**src/rtl/match_ctrl.sv**
```systemverilog
// Pong game-flow controller: sequences a match and drives the score block
// and ball/physics control inputs. All outputs come straight from flops.
module match_ctrl #(
    parameter int SERVE_DELAY   = 60,
    parameter int SETTLE_CYCLES = 3
) (
    input  logic       clock,
    input  logic       reset,
    input  logic       start,
    input  logic       pause,
    input  logic       frame_tick,
    input  logic       ball_out_left,
    input  logic       ball_out_right,
    input  logic       win1,
    input  logic       win2,
    output logic       score_clear,
    output logic       p1_scored,
    output logic       p2_scored,
    output logic       ball_reset,
    output logic       ball_enable,
    output logic       serve_dir,
    output logic       game_over,
    output logic       winner,
    output logic [2:0] state
);

    typedef enum logic [2:0] {
        IDLE      = 3'd0,
        SERVE     = 3'd1,
        PLAY      = 3'd2,
        PAUSED    = 3'd3,
        POINT     = 3'd4,
        GAME_OVER = 3'd5
    } state_t;

    localparam logic [7:0] SERVE_LAST  = 8'(SERVE_DELAY - 1);
    localparam logic [7:0] SETTLE_LAST = 8'(SETTLE_CYCLES - 1);

    state_t     state_q, state_d;
    logic [7:0] serve_cnt_q, serve_cnt_d;
    logic [7:0] settle_cnt_q, settle_cnt_d;
    logic       score_clear_q, score_clear_d;
    logic       p1_scored_q, p1_scored_d;
    logic       p2_scored_q, p2_scored_d;
    logic       ball_reset_q, ball_reset_d;
    logic       ball_enable_q, ball_enable_d;
    logic       serve_dir_q, serve_dir_d;
    logic       game_over_q, game_over_d;
    logic       winner_q, winner_d;

    always_comb begin
        state_d       = state_q;
        serve_cnt_d   = '0;
        settle_cnt_d  = '0;
        score_clear_d = 1'b0;
        p1_scored_d   = 1'b0;
        p2_scored_d   = 1'b0;
        serve_dir_d   = serve_dir_q;
        winner_d      = winner_q;

        case (state_q)
            IDLE: begin
                if (start) begin
                    score_clear_d = 1'b1;
                    serve_dir_d   = 1'b0;
                    state_d       = SERVE;
                end
            end
            SERVE: begin
                serve_cnt_d = serve_cnt_q;
                if (frame_tick) begin
                    if (serve_cnt_q == SERVE_LAST) begin
                        serve_cnt_d = '0;
                        state_d     = PLAY;
                    end else begin
                        serve_cnt_d = serve_cnt_q + 8'd1;
                    end
                end
            end
            PLAY: begin
                // Simultaneous exits on both sides are a dead ball: re-serve.
                if (ball_out_left && ball_out_right) begin
                    state_d = SERVE;
                end else if (ball_out_left) begin
                    p2_scored_d = 1'b1;
                    serve_dir_d = 1'b1;
                    state_d     = POINT;
                end else if (ball_out_right) begin
                    p1_scored_d = 1'b1;
                    serve_dir_d = 1'b0;
                    state_d     = POINT;
                end else if (pause) begin
                    state_d = PAUSED;
                end
            end
            PAUSED: begin
                if (pause) begin
                    state_d = PLAY;
                end
            end
            POINT: begin
                // Give the score block time to register the point before
                // trusting its win flags.
                if (settle_cnt_q == SETTLE_LAST) begin
                    if (win1) begin
                        winner_d = 1'b0;
                        state_d  = GAME_OVER;
                    end else if (win2) begin
                        winner_d = 1'b1;
                        state_d  = GAME_OVER;
                    end else begin
                        state_d = SERVE;
                    end
                end else begin
                    settle_cnt_d = settle_cnt_q + 8'd1;
                end
            end
            GAME_OVER: begin
                if (start) begin
                    score_clear_d = 1'b1;
                    serve_dir_d   = 1'b0;
                    state_d       = SERVE;
                end
            end
            default: state_d = IDLE;
        endcase

        ball_reset_d  = (state_d == IDLE) || (state_d == SERVE) ||
                        (state_d == POINT) || (state_d == GAME_OVER);
        ball_enable_d = (state_d == PLAY);
        game_over_d   = (state_d == GAME_OVER);
    end

    always_ff @(posedge clock) begin
        if (!reset) begin
            state_q       <= IDLE;
            serve_cnt_q   <= '0;
            settle_cnt_q  <= '0;
            score_clear_q <= 1'b0;
            p1_scored_q   <= 1'b0;
            p2_scored_q   <= 1'b0;
            ball_reset_q  <= 1'b1;
            ball_enable_q <= 1'b0;
            serve_dir_q   <= 1'b0;
            game_over_q   <= 1'b0;
            winner_q      <= 1'b0;
        end else begin
            state_q       <= state_d;
            serve_cnt_q   <= serve_cnt_d;
            settle_cnt_q  <= settle_cnt_d;
            score_clear_q <= score_clear_d;
            p1_scored_q   <= p1_scored_d;
            p2_scored_q   <= p2_scored_d;
            ball_reset_q  <= ball_reset_d;
            ball_enable_q <= ball_enable_d;
            serve_dir_q   <= serve_dir_d;
            game_over_q   <= game_over_d;
            winner_q      <= winner_d;
        end
    end

    assign score_clear = score_clear_q;
    assign p1_scored   = p1_scored_q;
    assign p2_scored   = p2_scored_q;
    assign ball_reset  = ball_reset_q;
    assign ball_enable = ball_enable_q;
    assign serve_dir   = serve_dir_q;
    assign game_over   = game_over_q;
    assign winner      = winner_q;
    assign state       = state_q;

endmodule

```
**config.mk**
```make
export PLATFORM = sky130hd
export DESIGN_NAME = match_ctrl
export DESIGN_NICKNAME = d
export VERILOG_FILES = /design/src/rtl/match_ctrl.sv
export SDC_FILE = /design/constraint.sdc
export NUM_CORES = 1
export LEC_CHECK = 0
export CORE_ASPECT_RATIO = 0.5
export CORE_UTILIZATION = 35
export CTS_CLUSTER_DIAMETER = 80
export CTS_CLUSTER_SIZE = 24
export DETAILED_ROUTE_END_ITERATION = 12
export PLACE_DENSITY = 0.56
export SLEW_MARGIN = 20
export SYNTH_ARGS = -nofsm -noshare
export SYNTH_HDL_FRONTEND = slang
export SYNTH_SLANG_ARGS = --single-unit
```
**constraint.sdc**
```tcl
create_clock -name clock -period 1.65 [get_ports clock]
set_input_delay 0.33 -clock clock [delete_from_list [all_inputs] [get_ports clock]]
set_output_delay 0.33 -clock clock [all_outputs]
set_load 0.03 [all_outputs]
```
==> results.tsv, run 1 <==
stage	metric	value	unit
pwr	p_int	0.8790	mW
critical_path	r2r-start	settle_cnt_q[0]$_SDFF_PP0_	
routing	route.detailed.drc	0	
synth	ys_ff_latch	27	
sta	relSlewSlack	73.61	%
cts	root_buffer	clkbuf_8	
placed_design	place_ws	-0.1243	ns
synth	synth.most_common_cell	dfxtp_1	
worst_hold_path	hold_class	reg -> reg	
sta	max_clock_freq	0.6224	GHz
sta	fin_crit_sh	97.38	%
synth	synth_area_leaders	dfxtp_1 44%, xnor2_1 5.7%, xor2_1 5.0%	
cts	numCtsBuffers	3	
floorplanning	ios	20	
pwr	switchingPower	0.2605	mW
routing	wl	2366	um
cells_and_area	fin_area	0.001593	mm2
routing	dr.pass1.iters	3	
routing	vias	972	
pwr	pwr-share-seq	58.0	%
global_routing	grt_pass1_wl	4229	um
cts	cts_sinks	27	
placed_design	placedInstanceArea	0.001544	mm2
synth	synth-edff-count	0	
cts	clock_latency	0.27	ns
pwr	total_power	1.140	mW
job	cap_violations	0	
pwr	pwr-share-clk	32.8	%
sta	hold_violations	0	
synth	ys_async_sr_fraction	0	%
global_routing	grt_use_total	14.64	%
critical_path	cp.arrival	1.28	ns
synth	synthTopCellsByCount	27 x dfxtp_1, 14 x nor2_1, 9 x nand2_1, 8 x nor2_2, 8 x xnor2_1	
routing	drtIter0Drc	32	
synth	yosys_most_used_dff	dfxtp_1	
cts	cts_tree	yes	
run_status	status	finished, final reports clean	
critical_path	crit_path_max_incr_delay	0.67	ns
critical_path	path_class	reg -> out	
cts	htree_levels	1	
worst_hold_path	hold_start	settle_cnt_q[0]$_SDFF_PP0_	
critical_path	crit_path_end_kind	output port	
critical_path	crit_slowest_cell	clkdlybuf4s50_1	
placed_design	port-buffer-count	19	
critical_path	cp_num_buf_inv	1	
cts	cts_setup_buffers	0	
cells_and_area	layout-drive-gt1-share	18.63	%
routing	avgViaCountPerCell	4.651	
synth	synthesis.nets	142	
critical_path	rrSetupSlack	0.11	ns
floorplanning	die_x	85.96	um
synth	syn-cell-area	0.001234	mm2
cts	hold_buffers	0	
floorplanning	start_util	38.91	%
global_routing	gr-total-overflow	0	
cts	cts_buffer_depth	2	
pwr	switching_share	22.86	%
synth	synth_top_area_share	43.81	%
sta	skew	0.004360	ns
placed_design	routabilityCongestion	0.7552	
synth	avgSynthCellArea	9.490	um2
routing	wl_per_cell	11.32	um
sta	whs	0.4663	ns
synth	synth.distinct_cells	37	
critical_path	crit_path_start_kind	flop	
synth	ys_seq_area_share	43.81	%
critical_path	required	1.32	ns
cells_and_area	synthToLayoutAreaGrowth	29.11	%
synth	synth.largest_area_cell	dfxtp_1	
global_routing	grt_pass1_vias	970	
worst_hold_path	hold-path-endpoint	settle_cnt_q[0]$_SDFF_PP0_	
sta	worstMarginPinSlew	0.3903	ns
critical_path	crit_chain	clkdlybuf4s50_1	
synth	postSynthCellCount	130	
cells_and_area	fin_nets	174	
floorplanning	die-height	43.98	um
critical_path	r2r_end	ball_enable$_SDFF_PN0_	
critical_path	cp_max_fo	2	
pwr	p_leak	0.5906	nW
pwr	comb_power_share	9.1	%
sta	maxSlewViolCount	0	
floorplanning	die-area	0.003781	mm2
routing	postRouteAntennaNets	0	
cells_and_area	antenna-diode-count	0	
sta	worst_slack	0.04330	ns
pwr	p_per_area	715.4	mW/mm2
critical_path	cp_top_family	buffers and inverters	
pwr	irDropWorstVdd	383.1	uV
placed_design	post-dp-hpwl	1847	um
worst_hold_path	whs_path_depth	1	
floorplanning	core-area	0.003171	mm2
floorplanning	rows	14	
global_routing	grt_max_degree	16	
critical_path	reg2regPathDepth	6	
synth	ys_warn_count	0	
sta	rsz0062_at_grt	false	
cts	clkTransAtPathRegs	0.09	ns
global_routing	antenna_found_initial	0	
sta	setup_viol	0	
sta	min_period	1.607	ns
-- routing by layer --
metal / routed length [um] / vias up / global-route usage, % / part of all wire (%)
met1: 1195 / 453 / 18.03 / 51
met5: 0 / - / 0 / 0
met4: 10 / 0 / 2.000 / 0.42
met3: 64 / 2 / 4.571 / 2.7
li1: - / 512 / - / -
met2: 1094 / 5 / 26.19 / 46
-- area by class of cell --
cell class	count	area, um2
clock inverter	1	5.005
multi-input combinational	93	643.1
inverter	5	18.77
clock buffer	3	41.29
sequential	27	540.5
fill	318	1578
timing repair buffer	32	284.0
tap	48	60.06
-- placed cells by master (no fill, tap or decap), drive strengths merged, types with 2 or more instances in the layout --
cell / count
nor4: 2
nor4b: 2
clkbuf: 3
a211oi: 3
nand3: 3
nor3b: 5
xor2: 7
inv: 5
xnor2: 8
clkdlybuf4s50: 16
a21oi: 2
dlygate4sd2: 3
nor2: 22
nand4: 4
nand2: 9
dfxtp: 27
and3: 2
buf: 13
nor3: 4
ha: 3
mux2i: 2
-- cells by family after synthesis --
| logic type | share of synthesized area, % |
|---|---|
| buffers and inverters | 4.564 |
| AOI/OAI and AO/OA | 6.796 |
| xor gates and xnor gates | 10.65 |
| muxes | 1.623 |
| DFF | 43.81 |
| and+or+nand+nor | 29.51 |
| adders and majority gates | 3.043 |
-- worst reg2reg max path: cells and delay by family (launching register included) --
family	cells	cell delay [ns]
simple gates	4	0.88
buf+inv	1	0.06
fa+ha+maj	1	0.19
flops	1	0.37
-- sequential cells by signal (all words and copies together), names as in the netlist --
name,count
winner,1
ball_enable,1
p1_scored,1
serve_cnt_q,8
p2_scored,1
game_over,1
serve_dir,1
score_clear,1
ball_reset,1
state,3
settle_cnt_q,8
-- worst max path at each step --
stage	start	to	slack, ns	cells after the start
2_1_floorplan	state[2]$_SDFF_PN0_	ball_enable$_SDFF_PN0_	0.1	5
3_3_place_gp	ball_out_right	game_over$_SDFF_PN0_	-0.11	5
3_5_place_dp	ball_out_right	game_over$_SDFF_PN0_	-0.12	5
4_1_cts	settle_cnt_q[0]$_SDFF_PP0_	winner$_SDFFE_PN0P_	0.02	6
5_1_grt	serve_dir$_SDFFE_PN0P_	serve_dir	0.005	1
6_report	winner$_SDFFE_PN0P_	winner	0.04	1
-- power groups by stage --
stage	Sequential (mW)	Clock [mW]	Combinational [mW]
final	0.661	0.374	0.104
after floorplan	0.683	0	0.0490
after global routing	0.663	0.420	0.114
after CTS	0.662	0.396	0.105
after detailed placement	0.677	0	0.106
after global placement	0.677	0	0.105
-- per-stage QoR --
step                      util [%]  setup TNS [ns]  instances
after floorplan                  -               0        130
after global placement       48.70         -0.6339        205
after detailed placement     48.70         -0.7531        205
after CTS                    50.04               0        209
after global routing         50.24               0        209
final                        50.24               0        209
-- timing repair --
item                       CTS  global route
gates cloned                 0             0
gates resized for setup      3             1
setup endpoints to repair    3             6
pin swaps                    0             1
Power figures use the tool's default switching activity.
==> inputs of run 2 (changes only) <==
--- a/config.mk
+++ b/config.mk
@@ -5,12 +5,15 @@
 export SDC_FILE = /design/constraint.sdc
 export NUM_CORES = 1
 export LEC_CHECK = 0
+export ABC_AREA = 0
 export CORE_ASPECT_RATIO = 0.5
+export CORE_MARGIN = 4
 export CORE_UTILIZATION = 35
 export CTS_CLUSTER_DIAMETER = 80
 export CTS_CLUSTER_SIZE = 24
 export DETAILED_ROUTE_END_ITERATION = 12
 export PLACE_DENSITY = 0.56
+export REMOVE_ABC_BUFFERS = 1
 export SLEW_MARGIN = 20
 export SYNTH_ARGS = -nofsm -noshare
 export SYNTH_HDL_FRONTEND = slang
==> run 2 against run 1 <==
- sequential cell count did not move
- die area rose by 22%
- final cell count rose by 0.96%
- critical path depth did not move
- non-clock buffer count rose by 2
- routed wire length rose by 5.2%
- clock skew rose by 0.0017 ns
- clock power rose by 1%
- sequential power barely moved
- fmax fell by 0.29%
- total power rose by 0.59%
- global-route usage fell by 3.3 points
- largest power group unchanged
- highest routed layer unchanged
==> results.tsv, run 2 (synthesis gave the netlist of run 1 again) <==
stage	metric	value	unit
sta	rsz0062_at_grt	false	
critical_path	crit_slowest_cell	clkdlybuf4s50_1	
cells_and_area	fin_nets	176	
cells_and_area	final_cell_mix	27 x dfxtp_1, 16 x buf_4, 14 x nor2_1, 14 x clkdlybuf4s50_1, 9 x nand2_1	
run_status	status	finished, final reports clean	
placed_design	routabilityCongestion	0.8277	
critical_path	cp_top_family	buffers and inverters	
routing	postRouteAntennaNets	0	
global_routing	gr-total-overflow	0	
cells_and_area	fin_area	0.001632	mm2
placed_design	post-place-cells	207	
pwr	pwr-share-seq	57.6	%
cts	clkTransAtPathRegs	0.10	ns
pwr	irDropWorstVdd	483.6	uV
sta	maxSlewViolCount	0	
pwr	switchingPower	0.2660	mW
pwr	pwr-share-clk	33.0	%
pwr	comb_power_share	9.5	%
placed_design	post-dp-hpwl	1895	um
routing	wl	2489	um
critical_path	required	1.32	ns
critical_path	reg2regPathDepth	5	
pwr	p_leak	0.6354	nW
global_routing	grt_use_total	11.37	%
routing	avgViaCountPerCell	4.664	
sta	hold_violations	0	
routing	wl_per_cell	11.80	um
cts	cts_buffer_depth	2	
floorplanning	ios	20	
cells_and_area	postLayoutCoreUtil	51.18	%
critical_path	rrSetupSlack	0.12	ns
job	cap_violations	0	
global_routing	grt_pass1_vias	957	
cts	htree_levels	1	
sta	relSlewSlack	75.72	%
cts	cts_sinks	27	
cells_and_area	layout-drive-gt1-share	20.86	%
sta	max_clock_freq	0.6206	GHz
critical_path	crit_path_max_incr_delay	0.67	ns
routing	route.detailed.drc	0	
placed_design	port-buffer-count	19	
critical_path	crit_cells	1	
floorplanning	die-height	49.98	um
sta	min_period	1.611	ns
cells_and_area	synthToLayoutAreaGrowth	32.25	%
sta	fin_crit_sh	97.65	%
global_routing	antenna_found_initial	0	
worst_hold_path	hold_class	reg -> reg	
critical_path	crit_path_end_kind	output port	
critical_path	crit_path_start_kind	flop	
floorplanning	rows	14	
critical_path	cp.arrival	1.28	ns
floorplanning	start_util	38.70	%
cts	cts_tree	yes	
cts	hold_buffers	0	
critical_path	crit_chain	clkdlybuf4s50_1	
floorplanning	die-area	0.004596	mm2
cts	root_buffer	clkbuf_8	
sta	tns	0	ns
critical_path	path_class	reg -> out	
placed_design	place_ws	-0.1317	ns
floorplanning	core-area	0.003188	mm2
floorplanning	die_x	91.96	um
routing	dr.pass1.iters	4	
pwr	total_power	1.146	mW
cells_and_area	antenna-diode-count	0	
cells_and_area	fillers	320	
sta	setup_viol	0	
critical_path	cp_max_fo	2	
cts	numCtsBuffers	3	
global_routing	grt_max_degree	16	
sta	whs	0.4725	ns
global_routing	grt_pass1_wl	4202	um
cts	clock_latency	0.27	ns
pwr	p_int	0.8803	mW
cells_and_area	mostFrequentLayoutCell	dfxtp_1	
sta	worst_slack	0.03870	ns
sta	skew	0.006040	ns
cells_and_area	instances_no_fill	211	
pwr	p_per_area	702.6	mW/mm2
placed_design	placedInstanceArea	0.001556	mm2
routing	vias	984	
pwr	switching_share	23.21	%
critical_path	cp_num_buf_inv	1	
routing	drtIter0Drc	38	
worst_hold_path	whs_path_depth	1	
sta	worstMarginPinSlew	0.3637	ns
-- run 2: changes by cell type in the layout (fill, tap and decap cells not counted), sizes merged --
cell	change
clkdlybuf4s50	-2
dlymetal6s2s	+2
dlygate4sd2	-1
buf	+3
-- run 2: worst paths after layout --
| check | startpoint | endpoint |
|---|---|---|
| worst max-delay path | winner$_SDFFE_PN0P_ | winner |
| worst min-delay path | settle_cnt_q[0]$_SDFF_PP0_ | settle_cnt_q[0]$_SDFF_PP0_ |
| worst max register to register | serve_cnt_q[0]$_SDFFE_PN0P_ | serve_cnt_q[0]$_SDFFE_PN0P_ |
| worst min register to register | settle_cnt_q[0]$_SDFF_PP0_ | settle_cnt_q[0]$_SDFF_PP0_ |
-- run 2: area by class of cell --
type                       instances  area [um2]  area share, %
multi-input combinational         93       663.1          40.64
sequential                        27       540.5          33.13
timing repair buffer              34       302.8          18.56
tap                               48       60.06          3.681
clock buffer                       3       41.29          2.531
inverter                           5       18.77          1.150
clock inverter                     1       5.005         0.3067
-- run 2: power groups by stage --
| stage | Clock [mW] | Combinational (mW) | Sequential [mW] |
|---|---|---|---|
| after CTS | 0.391 | 0.107 | 0.660 |
| final | 0.378 | 0.108 | 0.660 |
| after detailed placement | 0 | 0.107 | 0.675 |
| after global routing | 0.416 | 0.119 | 0.661 |
| after global placement | 0 | 0.107 | 0.676 |
| after floorplan | 0 | 0.0359 | 0.686 |
-- run 2: worst reg2reg max path, cell delays in order, from the launching register on --
cell     delay [ns]
dfxtp_1        0.34
ha_1           0.24
nand2_1        0.10
nor3b_1        0.07
or4_4          0.58
nor2_2         0.13
-- run 2: layer usage --
layer | global-route usage (%) | wire, um
met1 | 14.34 | 1225
met5 | 0 | 0
met2 | 19.20 | 1179
met4 | 2.217 | 13
met3 | 3.647 | 70
-- run 2: what timing repair did --
action,in CTS,in global routing
setup buffers,0,0
setup endpoints to repair,2,6
resized for setup,2,7
==> inputs of run 3 (changes only) <==
==> constraint.sdc (replaced) <==
create_clock -name clock -period 2.05 [get_ports clock]
set_input_delay 0.41 -clock clock [delete_from_list [all_inputs] [get_ports clock]]
set_output_delay 0.41 -clock clock [all_outputs]
set_load 0.03 [all_outputs]
==> run 3 against run 2 <==
- via count down 6.6%
- total power down 21%
- global-route usage is 0.56 points lower
- highest routed layer unchanged
- critical path depth unchanged
- sequential cell count unchanged
- first-iteration DRC count down 21%
- register-to-register slack better by 0.33 ns
- hold slack worse by 0.010 ns
- combinational power down 31%
- utilization decreased by 3.4 points
==> results.tsv, run 3 (synthesis gave the netlist of run 1 again) <==
stage	metric	value	unit
sta	relSlewSlack	74.91	%
sta	worstMarginPinSlew	0.3711	ns
cts	numCtsBuffers	3	
sta	rsz0062_at_grt	false	
placed_design	post-place-cells	196	
sta	maxSlewViolCount	0	
routing	dr.pass1.iters	4	
sta	tns	0	ns
pwr	p_leak	0.5486	nW
cells_and_area	instances_no_fill	200	
sta	skew	0.001291	ns
critical_path	required	1.64	ns
run_status	status	finished, final reports clean	
pwr	switching_share	22.01	%
critical_path	crit_chain	clkdlybuf4s50_1	
critical_path	crit_path_start_kind	flop	
pwr	comb_power_share	8.3	%
floorplanning	die-area	0.004596	mm2
placed_design	placedInstanceArea	0.001476	mm2
routing	postRouteAntennaNets	0	
global_routing	grt_max_degree	15	
placed_design	post-dp-hpwl	1765	um
sta	worst_slack	0.09793	ns
routing	route.detailed.drc	0	
critical_path	crit_slowest_cell	clkdlybuf4s50_1	
cells_and_area	fin_area	0.001524	mm2
critical_path	crit_path_max_incr_delay	0.75	ns
cts	cts_buffer_depth	2	
floorplanning	die-height	49.98	um
placed_design	routabilityCongestion	0.8083	
critical_path	cp_num_buf_inv	1	
pwr	pwr-share-seq	59.1	%
routing	vias	919	
cts	htree_levels	1	
global_routing	grt_pass1_vias	866	
placed_design	port-buffer-count	19	
sta	setup_viol	0	
floorplanning	ios	20	
pwr	p_int	0.7047	mW
cts	clkTransAtPathRegs	0.09	ns
placed_design	place_ws	0.1821	ns
critical_path	path_class	reg -> out	
job	cap_violations	0	
sta	fin_crit_sh	95.22	%
global_routing	grt_use_total	10.81	%
worst_hold_path	hold_class	reg -> reg	
floorplanning	core-area	0.003188	mm2
global_routing	gr-total-overflow	0	
cts	root_buffer	clkbuf_8	
floorplanning	rows	14	
critical_path	cp_top_family	buffers and inverters	
global_routing	grt_pass1_wl	3995	um
pwr	pwr-share-clk	32.6	%
cells_and_area	fin_nets	165	
cells_and_area	register_area	540.5	um2
routing	avgViaCountPerCell	4.595	
cells_and_area	antenna-diode-count	0	
pwr	switchingPower	0.1988	mW
routing	wl	2307	um
cts	cts_tree	yes	
cells_and_area	final_cell_mix	27 x dfxtp_1, 18 x clkdlybuf4s50_1, 14 x nor2_1, 9 x nand2_1	
pwr	irDropWorstVdd	191.1	uV
sta	max_clock_freq	0.5123	GHz
sta	min_period	1.952	ns
global_routing	antenna_found_initial	0	
cts	cts_sinks	27	
routing	drtIter0Drc	30	
critical_path	cp_max_fo	10	
critical_path	cp.arrival	1.54	ns
critical_path	crit_path_end_kind	output port	
cells_and_area	layout-drive-gt1-share	12.50	%
floorplanning	die_x	91.96	um
cells_and_area	mostFrequentLayoutCell	dfxtp_1	
floorplanning	start_util	38.70	%
cts	clock_latency	0.27	ns
pwr	p_per_area	592.9	mW/mm2
sta	hold_violations	0	
cells_and_area	fillers	322	
cells_and_area	multi_input_area	636.9	um2
routing	wl_per_cell	11.54	um
cells_and_area	synthToLayoutAreaGrowth	23.53	%
==> run 3: path summary, 6_finish.rpt <==
check                                                 from                          to  slack [ns]  depth (start not counted)
worst min-delay path            settle_cnt_q[0]$_SDFF_PP0_  settle_cnt_q[0]$_SDFF_PP0_        0.46                          1
worst min register to register  settle_cnt_q[0]$_SDFF_PP0_  settle_cnt_q[0]$_SDFF_PP0_        0.46                          1
worst max register to register         state[1]$_SDFF_PN0_      ball_enable$_SDFF_PN0_        0.45                          4
worst max-delay path                   state[0]$_SDFF_PN0_                    state[0]         0.1                          1
==> run 3: power by group through the flow <==
stage               registers [mW]  logic [mW]  clock network, mW
detailed placement           0.547      0.0750                  0
floorplan                    0.552      0.0289                  0
global route                 0.535      0.0803              0.334
CTS                          0.535      0.0753              0.310
global placement             0.547      0.0746                  0
finish                       0.534      0.0748              0.295
==> run 3: cell type report <==
type,count,share of cell area (%)
sequential,27,35.47
timing repair buffer,23,14.61
clock buffer,4,2.956
multi-input combinational,93,41.79
tap,48,3.941
inverter,5,1.232
==> run 3: layer usage <==
| layer | vias to the layer above | track usage [%] | share of wire (%) |
|---|---|---|---|
| met5 | - | 0 | 0 |
| met4 | 0 | 1.478 | 0.35 |
| met3 | 2 | 4.559 | 3.9 |
| met2 | 7 | 17.51 | 46 |
| met1 | 417 | 13.76 | 50 |
| li1 | 493 | - | - |
==> run 3: repair_timing <==
item	4_1_cts	5_1_grt
buffers inserted	0	0
endpoints found under the setup margin	0	1
hold buffers	0	0
gates resized for setup	0	1
==> run 3: through the flow <==
stage	hold WS [ns]	power, mW	utilization, %
3_5_place_dp	0.4510	0.6218	46.31
6_report	0.4625	0.9036	47.80
3_3_place_gp	0.4466	0.6214	46.31
5_1_grt	0.4888	0.9493	47.80
4_1_cts	0.4726	0.9200	47.72
2_1_floorplan	0.4297	0.5812	-
